$ cat src/rtl/alu_seq.sv
// alu_seq: multi-precision issue sequencer for an external 8-bit combinational ALU.
//
// Takes an NBYTES-wide request (valid/ready). It walks the operands one byte at
// a time, LSB first. A carry or borrow out of byte i-1 is folded into byte i by
// an extra ALU pass (FIX) that adds or subtracts 1. The full-width result and
// the zero/carry/overflow flags are returned over a valid/ready response port.
//
// Ports:
//   clk, rst_n                 clock, synchronous active-low reset
//   req_valid/req_ready        request handshake
//   req_op                     00 ADD, 01 SUB, 10 AND, 11 OR
//   req_a, req_b               operands, 8*NBYTES bits
//   rsp_valid/rsp_ready        response handshake
//   rsp_result                 full-width result
//   rsp_zero/carry/overflow    result flags (carry is the borrow for SUB)
//   alu_a, alu_b, alu_op       byte operands and operation driven to the ALU
//   alu_result/carry/zero      ALU byte result and flags
//
// Optional feature macro ALU_SEQ_STATS_EN adds these outputs:
//   sticky_ovf   goes to 1 when a response with overflow is handed off; only reset clears it
//   op_count     16-bit count of response handshakes, wraps around
module alu_seq #(
  parameter int unsigned NBYTES = 2
) (
  input  logic                clk,
  input  logic                rst_n,
  input  logic                req_valid,
  output logic                req_ready,
  input  logic [1:0]          req_op,
  input  logic [8*NBYTES-1:0] req_a,
  input  logic [8*NBYTES-1:0] req_b,
  output logic                rsp_valid,
  input  logic                rsp_ready,
  output logic [8*NBYTES-1:0] rsp_result,
  output logic                rsp_zero,
  output logic                rsp_carry,
  output logic                rsp_overflow,
`ifdef ALU_SEQ_STATS_EN
  output logic                sticky_ovf,
  output logic [15:0]         op_count,
`endif
  output logic [7:0]          alu_a,
  output logic [7:0]          alu_b,
  output logic [1:0]          alu_op,
  input  logic [7:0]          alu_result,
  input  logic                alu_carry,
  input  logic                alu_zero
);

  localparam int unsigned W  = 8 * NBYTES;
  localparam int unsigned IW = (NBYTES > 1) ? $clog2(NBYTES) : 1;

  typedef enum logic [1:0] {StIdle, StPass, StFix, StDone} state_e;

  state_e            r_state, w_state_d;
  logic [1:0]        r_op;
  logic [W-1:0]      r_a, r_b, r_result;
  logic [IW-1:0]     r_idx;
  logic              r_cin, r_c1;
  logic [NBYTES-1:0] r_bz;
  logic              r_zero, r_carry, r_ovf;

  logic              w_arith, w_last, w_accept, w_handoff, w_advance, w_cout, w_ovf;
  logic [7:0]        w_a_byte, w_b_byte, w_res_byte;
  logic [NBYTES-1:0] w_bz;

  always_comb begin
    w_a_byte   = r_a[8*r_idx +: 8];
    w_b_byte   = r_b[8*r_idx +: 8];
    w_res_byte = r_result[8*r_idx +: 8];
    w_arith    = ~r_op[1];
    w_last     = (r_idx == IW'(NBYTES - 1));
    w_accept   = (r_state == StIdle) && req_valid;
    w_handoff  = (r_state == StDone) && rsp_ready;
    // A PASS with a pending carry-in must be followed by a FIX pass.
    w_advance  = ((r_state == StPass) && !(w_arith && r_cin)) || (r_state == StFix);
    // In FIX the byte carry is the carry of the PASS or the carry of the FIX.
    w_cout     = (r_state == StFix) ? (r_c1 | alu_carry) : (w_arith & alu_carry);
    w_bz         = r_bz;
    w_bz[r_idx]  = alu_zero;
    // The MSB of the result is the byte being written on the final edge.
    unique case (r_op)
      2'b00:   w_ovf = (~r_a[W-1] & ~r_b[W-1] &  alu_result[7]) |
                       ( r_a[W-1] &  r_b[W-1] & ~alu_result[7]);
      2'b01:   w_ovf = (~r_a[W-1] &  r_b[W-1] &  alu_result[7]) |
                       ( r_a[W-1] & ~r_b[W-1] & ~alu_result[7]);
      default: w_ovf = 1'b0;
    endcase
  end

  always_ff @(posedge clk) begin
    if (!rst_n) r_state <= StIdle;
    else        r_state <= w_state_d;
  end

  always_comb begin
    w_state_d = r_state;
    req_ready = 1'b0;
    rsp_valid = 1'b0;
    alu_a     = 8'h00;
    alu_b     = 8'h00;
    alu_op    = 2'b00;
    unique case (r_state)
      StIdle: begin
        req_ready = 1'b1;
        if (w_accept) w_state_d = StPass;
      end
      StPass: begin
        alu_a  = w_a_byte;
        alu_b  = w_b_byte;
        alu_op = r_op;
        if (w_arith && r_cin) w_state_d = StFix;
        else if (w_last)      w_state_d = StDone;
      end
      StFix: begin
        alu_a     = w_res_byte;
        alu_b     = 8'h01;
        alu_op    = r_op;
        w_state_d = w_last ? StDone : StPass;
      end
      StDone: begin
        rsp_valid = 1'b1;
        if (rsp_ready) w_state_d = StIdle;
      end
      default: w_state_d = StIdle;
    endcase
  end

  always_ff @(posedge clk) begin
    if (!rst_n) begin
      r_op     <= 2'b00;
      r_a      <= '0;
      r_b      <= '0;
      r_result <= '0;
      r_idx    <= '0;
      r_cin    <= 1'b0;
      r_c1     <= 1'b0;
      r_bz     <= '0;
      r_zero   <= 1'b0;
      r_carry  <= 1'b0;
      r_ovf    <= 1'b0;
    end else begin
      if (w_accept) begin
        r_op  <= req_op;
        r_a   <= req_a;
        r_b   <= req_b;
        r_idx <= '0;
        r_cin <= 1'b0;
      end
      if ((r_state == StPass) || (r_state == StFix)) begin
        r_result[8*r_idx +: 8] <= alu_result;
        r_bz                   <= w_bz;
      end
      if (r_state == StPass) r_c1 <= alu_carry;
      if (w_advance) begin
        r_cin <= w_cout;
        if (w_last) begin
          r_idx   <= '0;
          r_zero  <= &w_bz;
          r_carry <= w_cout;
          r_ovf   <= w_ovf;
        end else begin
          r_idx <= r_idx + IW'(1);
        end
      end
    end
  end

  assign rsp_result   = r_result;
  assign rsp_zero     = r_zero;
  assign rsp_carry    = r_carry;
  assign rsp_overflow = r_ovf;

`ifdef ALU_SEQ_STATS_EN
  logic        r_sticky_ovf;
  logic [15:0] r_op_count;

  always_ff @(posedge clk) begin
    if (!rst_n) begin
      r_sticky_ovf <= 1'b0;
      r_op_count   <= 16'h0000;
    end else if (w_handoff) begin
      r_op_count <= r_op_count + 16'h0001;
      if (r_ovf) r_sticky_ovf <= 1'b1;
    end
  end

  assign sticky_ovf = r_sticky_ovf;
  assign op_count   = r_op_count;
`else
  logic w_unused;
  assign w_unused = w_handoff;
`endif

endmodule

$ cat config.mk
export PLATFORM = sky130hd
export DESIGN_NAME = alu_seq
export DESIGN_NICKNAME = d
export VERILOG_FILES = /design/src/rtl/alu_seq.sv
export SDC_FILE = /design/constraint.sdc
export NUM_CORES = 1
export LEC_CHECK = 0
export ABC_AREA = 1
export BUFFER_PORTS_ARGS = -buffer_cell sky130_fd_sc_hd__buf_2
export CORE_MARGIN = 5
export CORE_UTILIZATION = 40
export DETAILED_ROUTE_END_ITERATION = 8
export HOLD_SLACK_MARGIN = 0.15
export PLACE_DENSITY = 0.72
export SETUP_SLACK_MARGIN = 0.5
export SLEW_MARGIN = 20
export SYNTH_ARGS = -nofsm -noshare
export SYNTH_HDL_FRONTEND = slang
export SYNTH_SLANG_ARGS = --single-unit
$ cat constraint.sdc
create_clock -name clk -period 1.4 [get_ports clk]
set_input_delay 0.14 -clock clk [delete_from_list [all_inputs] [get_ports clk]]
set_output_delay 0.14 -clock clk [all_outputs]
set_load 0.05 [all_outputs]
==> flow_metrics.env, run 1 <==
export IMPL_path_delay_family="buffers and inverters"
export IMPL_yosysUniqueCellTypes=23
export IMPL_grt_use_met3_pct=5.83
export IMPL_path_clk_slew_ns=0.08
export IMPL_synth_top_cell_area_share_pct=45.1
export IMPL_synth_warnings=0
export IMPL_grt_max_degree=33
export IMPL_grt_pass1_wl_mm=18.7
export IMPL_fin_nets=623
export IMPL_hpwl_mm=5.78
export IMPL_worst_ep_required_time_ns=1.26
export IMPL_crit_top_cell="buf_4"
export IMPL_timing_final_crit_share_pct=150
export IMPL_ff2ff_path_depth=12
export IMPL_synth_most_common_cell="nor2_1"
export IMPL_finClkSkew_ns=0.00954
export IMPL_yosys_register_bits=59
export IMPL_critical_path_buf_inv_count=5
export IMPL_drv_slew=0
export IMPL_port_buffers=86
export IMPL_firstDrtPassIters=6
export IMPL_outcome="finished with violations"
export IMPL_synth_fp_nets=425
export IMPL_ant_nets=0
export IMPL_rsz0062_at_grt="yes"
export IMPL_violations="negative setup slack"
export IMPL_ys_flop_type="dfxtp_1"
export IMPL_vdd_ir_drop_max_mv=2.41
export IMPL_clock_latency_ns=0.35
export IMPL_instances_no_fill=653
export IMPL_hold_class="in -> reg"
export IMPL_power_density_nw_per_um2=2340
export IMPL_netlist_instances=372
export IMPL_drive_gt1_share_pct=59.3
export IMPL_remaining_drc_errors=0
export IMPL_cts_buffers=9
export IMPL_synthTopCellsByArea="dfxtp_1, nor2_1, o21ai_0, nand2_1, inv_1"
export IMPL_cts_tree="done"
export IMPL_synth_area_leader_cell="dfxtp_1"
export IMPL_worstHoldPathCells=5
export IMPL_wirelength_mm=14.4
export IMPL_vias=3761
export IMPL_final_hold_viol_count=0
export IMPL_crit_path_end_kind="output port"
export IMPL_critPathMaxFanout=3
export IMPL_grt_total_usage_pct=27.9
export IMPL_viasPerCell=5.76
export IMPL_die_w_um=90.9
export IMPL_top_usage_layer="met2"
export IMPL_use_met2_pct=50.0
export IMPL_synth_edf_count=0
export IMPL_path_depth=9
export IMPL_worst_pin_slew_ns=0.677
export IMPL_ys_seq_area_share_pct=45.1
export IMPL_syn_area_per_cell_um2=7.04
export IMPL_wl_per_cell_um=22.0
export IMPL_cpPeakStageDelay_ns=0.34
export IMPL_die_area_um2=8260
export IMPL_worst_slack_ns=-0.697
export IMPL_async_flop_share_pct=0
export IMPL_core_area_um2=6350
export IMPL_finalSetupViolCount=46
export IMPL_crit_chain="inv_2, buf_4, buf_4, ha_1, inv_1, a21oi_1, o21ai_0, o21ai_4, buf_6"
export IMPL_crit_slowest_cell="dfxtp_2"
export IMPL_ys_top_cells_by_count="nor2_1, o21ai_0, dfxtp_1, nand2_1, inv_1"
export IMPL_clock_root_buffer="clkbuf_8"
export IMPL_gp_congestion=0.845
export IMPL_criticalPathCategory="reg -> out"
export IMPL_ioPinCount=87
export IMPL_slew_headroom_pct=54.9
export IMPL_grt_overflow=0
export IMPL_cp_arrival_ns=1.96
export IMPL_rows=29
export IMPL_dp_cells=559
export IMPL_drt_iter0_drc=261
export IMPL_finalSetupTns_ns=-14.96
export IMPL_antenna_found_initial=1
export IMPL_p_leak_nw=2.47
export IMPL_initial_core_util_pct=41.2
export IMPL_startpoint_type="register"
export IMPL_mappedNetlistArea_um2=2620
export IMPL_h_tree_depth=3
export IMPL_cts_sinks=59
export IMPL_clockBufferDepth=2
export IMPL_maxCapViolCount=0
export IMPL_total_power_w=0.0137
export IMPL_grt_pass1_vias=3746
export IMPL_syn2layout_area_growth_pct=123
export IMPL_die_h_um=90.9
export IMPL_grtUsageMet1_pct=31.6
export IMPL_fmax_ghz=0.477
export IMPL_finalCriticalPeriod_ns=2.10
-- per-layer routing --
metal,up-vias,wire [um]
met1,1818,5000
li1,1613,-
met3,78,1030
met2,252,7510
met4,0,820
met5,-,0
-- kinds of logic after synthesis --
group / count (synthesis) / synth area share, %
AND/OR/NAND/NOR: 175 / 26.9
adder cells (fa/ha/maj): 5 / 2.39
buffers and inverters: 39 / 7.12
AO/OA/AOI/OAI: 94 / 18.5
flip-flops: 59 / 45.1
-- metrics by stage --
stage	area [um^2]	util [%]	setup slack [ns]	hold WS, ns
after floorplan	2950	-	-0.233	0.261
after global placement	3660	57.7	-0.213	0.373
after detailed placement	3660	57.7	-0.263	0.385
after CTS	5380	84.7	-0.517	0.203
after global routing	5840	92.0	-0.741	0.315
final	5840	92.0	-0.697	0.256
-- repair_timing --
action | CTS | global route
setup endpoints to repair | 98 | 98
setup buffers | 11 | 14
endpoints found under the hold margin | 53 | 0
resized for setup | 259 | 83
hold buffers | 44 | 0
gates cloned | 8 | 0
pin swaps | 22 | 23
-- registers in the layout (all words and copies together), names as in the netlist, 2 cells and up --
name        count
r_a            16
r_b            16
r_op            2
r_state         2
rsp_result     16
-- worst reg2reg max path: stages (launching register included) --
cell and delay [ns]:
dfxtp_4 0.38, inv_4 0.05, buf_4 0.13, buf_6 0.10, buf_6 0.11, ha_4 0.17
buf_6 0.11, buf_6 0.12, nand2_4 0.07, nand2_4 0.07, buf_4 0.14, nor3_2 0.18
nor2_1 0.09
-- final timing paths --
path / from / endpoint / slack (ns)
worst max-delay path: r_state[0] / alu_a[7] / -0.70
worst min-delay path: rsp_ready / r_state[1] / 0.26
worst max register to register: r_state[1] / r_state[0] / -0.41
worst min register to register: r_a[5] / r_a[5] / 0.52
-- final cells by class --
cell class                 count  area, um^2
sequential                    59        1240
clock buffer                  11         131
timing repair inverter         4        76.3
antenna                        1        2.50
timing repair buffer         201        2000
fill                         218         505
inverter                      21         128
multi-input combinational    274        2090
clock inverter                 5        77.6
tap                           77        96.3
-- layout by cell type (no fill, tap or decap), drive strengths merged --
master	count
nand4	1
clkinvlp	3
dfxtp	59
inv	20
nor2	129
a211oi	1
ha	5
nand3	6
o21ai	73
nand2	32
buf	157
a21oi	13
dlygate4sd3	44
nor3	7
clkinv	5
bufinv	2
o22ai	7
diode	1
clkbuf	11
-- where the power goes --
part           internal (W)  switching (W)  leakage, nW
clock network      0.000998       0.000749        0.103
registers           0.00235       0.000732        0.500
logic               0.00386        0.00497         1.87
total               0.00721        0.00645         2.47
No activity file was read; power rests on OpenSTA's default activity.
==> inputs of run 2 (changes only) <==
--- a/config.mk
+++ b/config.mk
@@ -11,7 +11,7 @@
 export CORE_UTILIZATION = 40
 export DETAILED_ROUTE_END_ITERATION = 8
 export HOLD_SLACK_MARGIN = 0.15
-export PLACE_DENSITY = 0.72
+export PLACE_DENSITY = 0.71
 export SETUP_SLACK_MARGIN = 0.5
 export SLEW_MARGIN = 20
 export SYNTH_ARGS = -nofsm -noshare
==> flow_metrics.env, run 2 (synthesis results as in run 1) <==
export IMPL_cts_buffers=9
export IMPL_clock_root_buffer="clkbuf_8"
export IMPL_place_worst_setup_slack_ns=-0.216
export IMPL_grt_pass1_wl_mm=16.8
export IMPL_crit_chain="inv_4, ha_4, nand2_4, inv_8, o21ai_0, o22ai_4, buf_6"
export IMPL_cp_endpoint="alu_a[5]"
export IMPL_rrSetupSlack_ns=-0.23
export IMPL_instances_no_fill=628
export IMPL_vias=3373
export IMPL_core_area_um2=6350
export IMPL_timing_final_crit_share_pct=138
export IMPL_h_tree_depth=3
export IMPL_finalSetupViolCount=35
export IMPL_criticalPathCategory="reg -> out"
export IMPL_cp_arrival_ns=1.79
export IMPL_crit_slowest_cell="dfxtp_4"
export IMPL_remaining_drc_errors=0
export IMPL_grt_total_usage_pct=24.9
export IMPL_viasPerCell=5.37
export IMPL_mostFrequentLayoutCells="nor2_1, buf_2, dlygate4sd3_1, dfxtp_1, o21ai_2"
export IMPL_diodes=0
export IMPL_die_h_um=90.9
export IMPL_worst_slack_ns=-0.530
export IMPL_firstDrtPassIters=4
export IMPL_violations="negative setup slack"
export IMPL_path_clk_slew_ns=0.06
export IMPL_fill_cells=309
export IMPL_ant_nets=0
export IMPL_grt_pass1_vias=3458
export IMPL_power_density_nw_per_um2=2250
export IMPL_drt_iter0_drc=158
export IMPL_wl_per_cell_um=17.7
export IMPL_outcome="finished with violations"
export IMPL_dp_cells=548
export IMPL_final_hold_viol_count=0
export IMPL_drive_gt1_share_pct=54.3
export IMPL_finalCriticalPeriod_ns=1.93
export IMPL_grt_max_degree=40
export IMPL_cts_sinks=59
export IMPL_gp_congestion=0.868
export IMPL_rsz0062_at_grt="yes"
export IMPL_clock_latency_ns=0.33
export IMPL_worst_ep_required_time_ns=1.26
export IMPL_total_power_w=0.0124
export IMPL_multi_input_area_um2=1960
export IMPL_syn2layout_area_growth_pct=110
export IMPL_cts_tree="done"
export IMPL_drv_slew=0
export IMPL_p_leak_nw=2.32
export IMPL_hold_class="in -> reg"
export IMPL_startpoint_type="register"
export IMPL_cpPeakStageDelay_ns=0.37
export IMPL_finalSetupTns_ns=-10.54
export IMPL_critPathMaxFanout=10
export IMPL_mostFrequentLayoutCell="nor2_1"
export IMPL_utilization_pct=86.6
export IMPL_rows=29
export IMPL_port_buffers=86
export IMPL_slew_headroom_pct=70.9
export IMPL_worst_pin_slew_ns=0.432
export IMPL_die_w_um=90.9
export IMPL_clockBufferDepth=2
export IMPL_maxCapViolCount=0
export IMPL_wirelength_mm=11.1
export IMPL_ff2ff_path_depth=9
export IMPL_r2r_start="r_state[1]"
export IMPL_grt_overflow=0
export IMPL_fmax_ghz=0.518
export IMPL_seq_area_um2=1240
export IMPL_crit_path_end_kind="output port"
export IMPL_die_area_um2=8260
export IMPL_vdd_ir_drop_max_mv=2.00
export IMPL_finClkSkew_ns=0.00284
export IMPL_hpwl_mm=5.56
export IMPL_initial_core_util_pct=41.2
export IMPL_antenna_found_initial=0
export IMPL_ioPinCount=87
export IMPL_r2r_end="rsp_result[4]"
export IMPL_crit_path_start="r_state[1]"
export IMPL_fin_nets=601
[run 2: cell types whose count changed in the layout (fill, tap and decap cells not counted), sizes merged]
cell / delta
buf: -22
bufinv: -2
clkbuf: +1
clkinv: +1
clkinvlp: -1
diode: -1
inv: -1
[run 2: layout make-up]
type / count / share of cell area [%]
Timing Repair inverter: 3 / 1.39
Clock buffer: 11 / 2.75
Multi-Input combinational cell: 274 / 35.7
Timing Repair Buffer: 180 / 33.3
Sequential cell: 59 / 22.5
Inverter: 21 / 2.32
Tap cell: 77 / 1.75
Clock inverter: 3 / 0.273
[run 2: per-stage QoR]
stage / area [um^2] / hold slack (ns)
floorplan: 2950 / 0.261
global placement: 3600 / 0.377
detailed placement: 3600 / 0.383
CTS: 5170 / 0.184
global route: 5500 / 0.241
finish: 5500 / 0.212
[run 2: critical path, delay by kind of cell, from the launching register on]
family / cells / cell delay (ns)
AO/OA/AOI/OAI: 2 / 0.38
buffers and inverters: 3 / 0.31
AND/OR/NAND/NOR: 1 / 0.09
flip-flops: 1 / 0.37
adder cells (fa/ha/maj): 1 / 0.30
[run 2: routing by layer]
layer,wire length (um),vias up,GRT usage (%)
li1,-,1564,-
met1,4250,1657,29.3
met2,6120,127,45.2
met3,492,25,4.50
met4,248,0,9.05
met5,0,-,0
[run 2: timing repair]
item,CTS,global route
cloned,7,1
endpoints found under the setup margin,98,98
hold endpoints to repair,52,0
buffers inserted,6,8
resized for setup,249,51
pin swaps,18,15
hold buffers,44,0
[run 2: report_power, final]
group,switching (W),leakage (nW),internal [W],total [W]
Clock,0.000652,0.0908,0.000710,0.00136
Sequential,0.000665,0.499,0.00235,0.00301
Combinational,0.00448,1.73,0.00355,0.00802
Total,0.00579,2.32,0.00660,0.0124
[run 2: how the worst min path moves through the flow]
| stage | start | end | slack [ns] | depth (start not counted) |
|---|---|---|---|---|
| finish | rst_n | r_b[10] | 0.21 | 3 |
| global route | rst_n | r_b[3] | 0.24 | 3 |
| CTS | rst_n | r_b[13] | 0.18 | 3 |
| detailed placement | req_b[9] | r_b[9] | 0.38 | 3 |
| global placement | req_a[0] | r_a[0] | 0.38 | 3 |
| floorplan | alu_result[3] | rsp_result[3] | 0.26 | 2 |
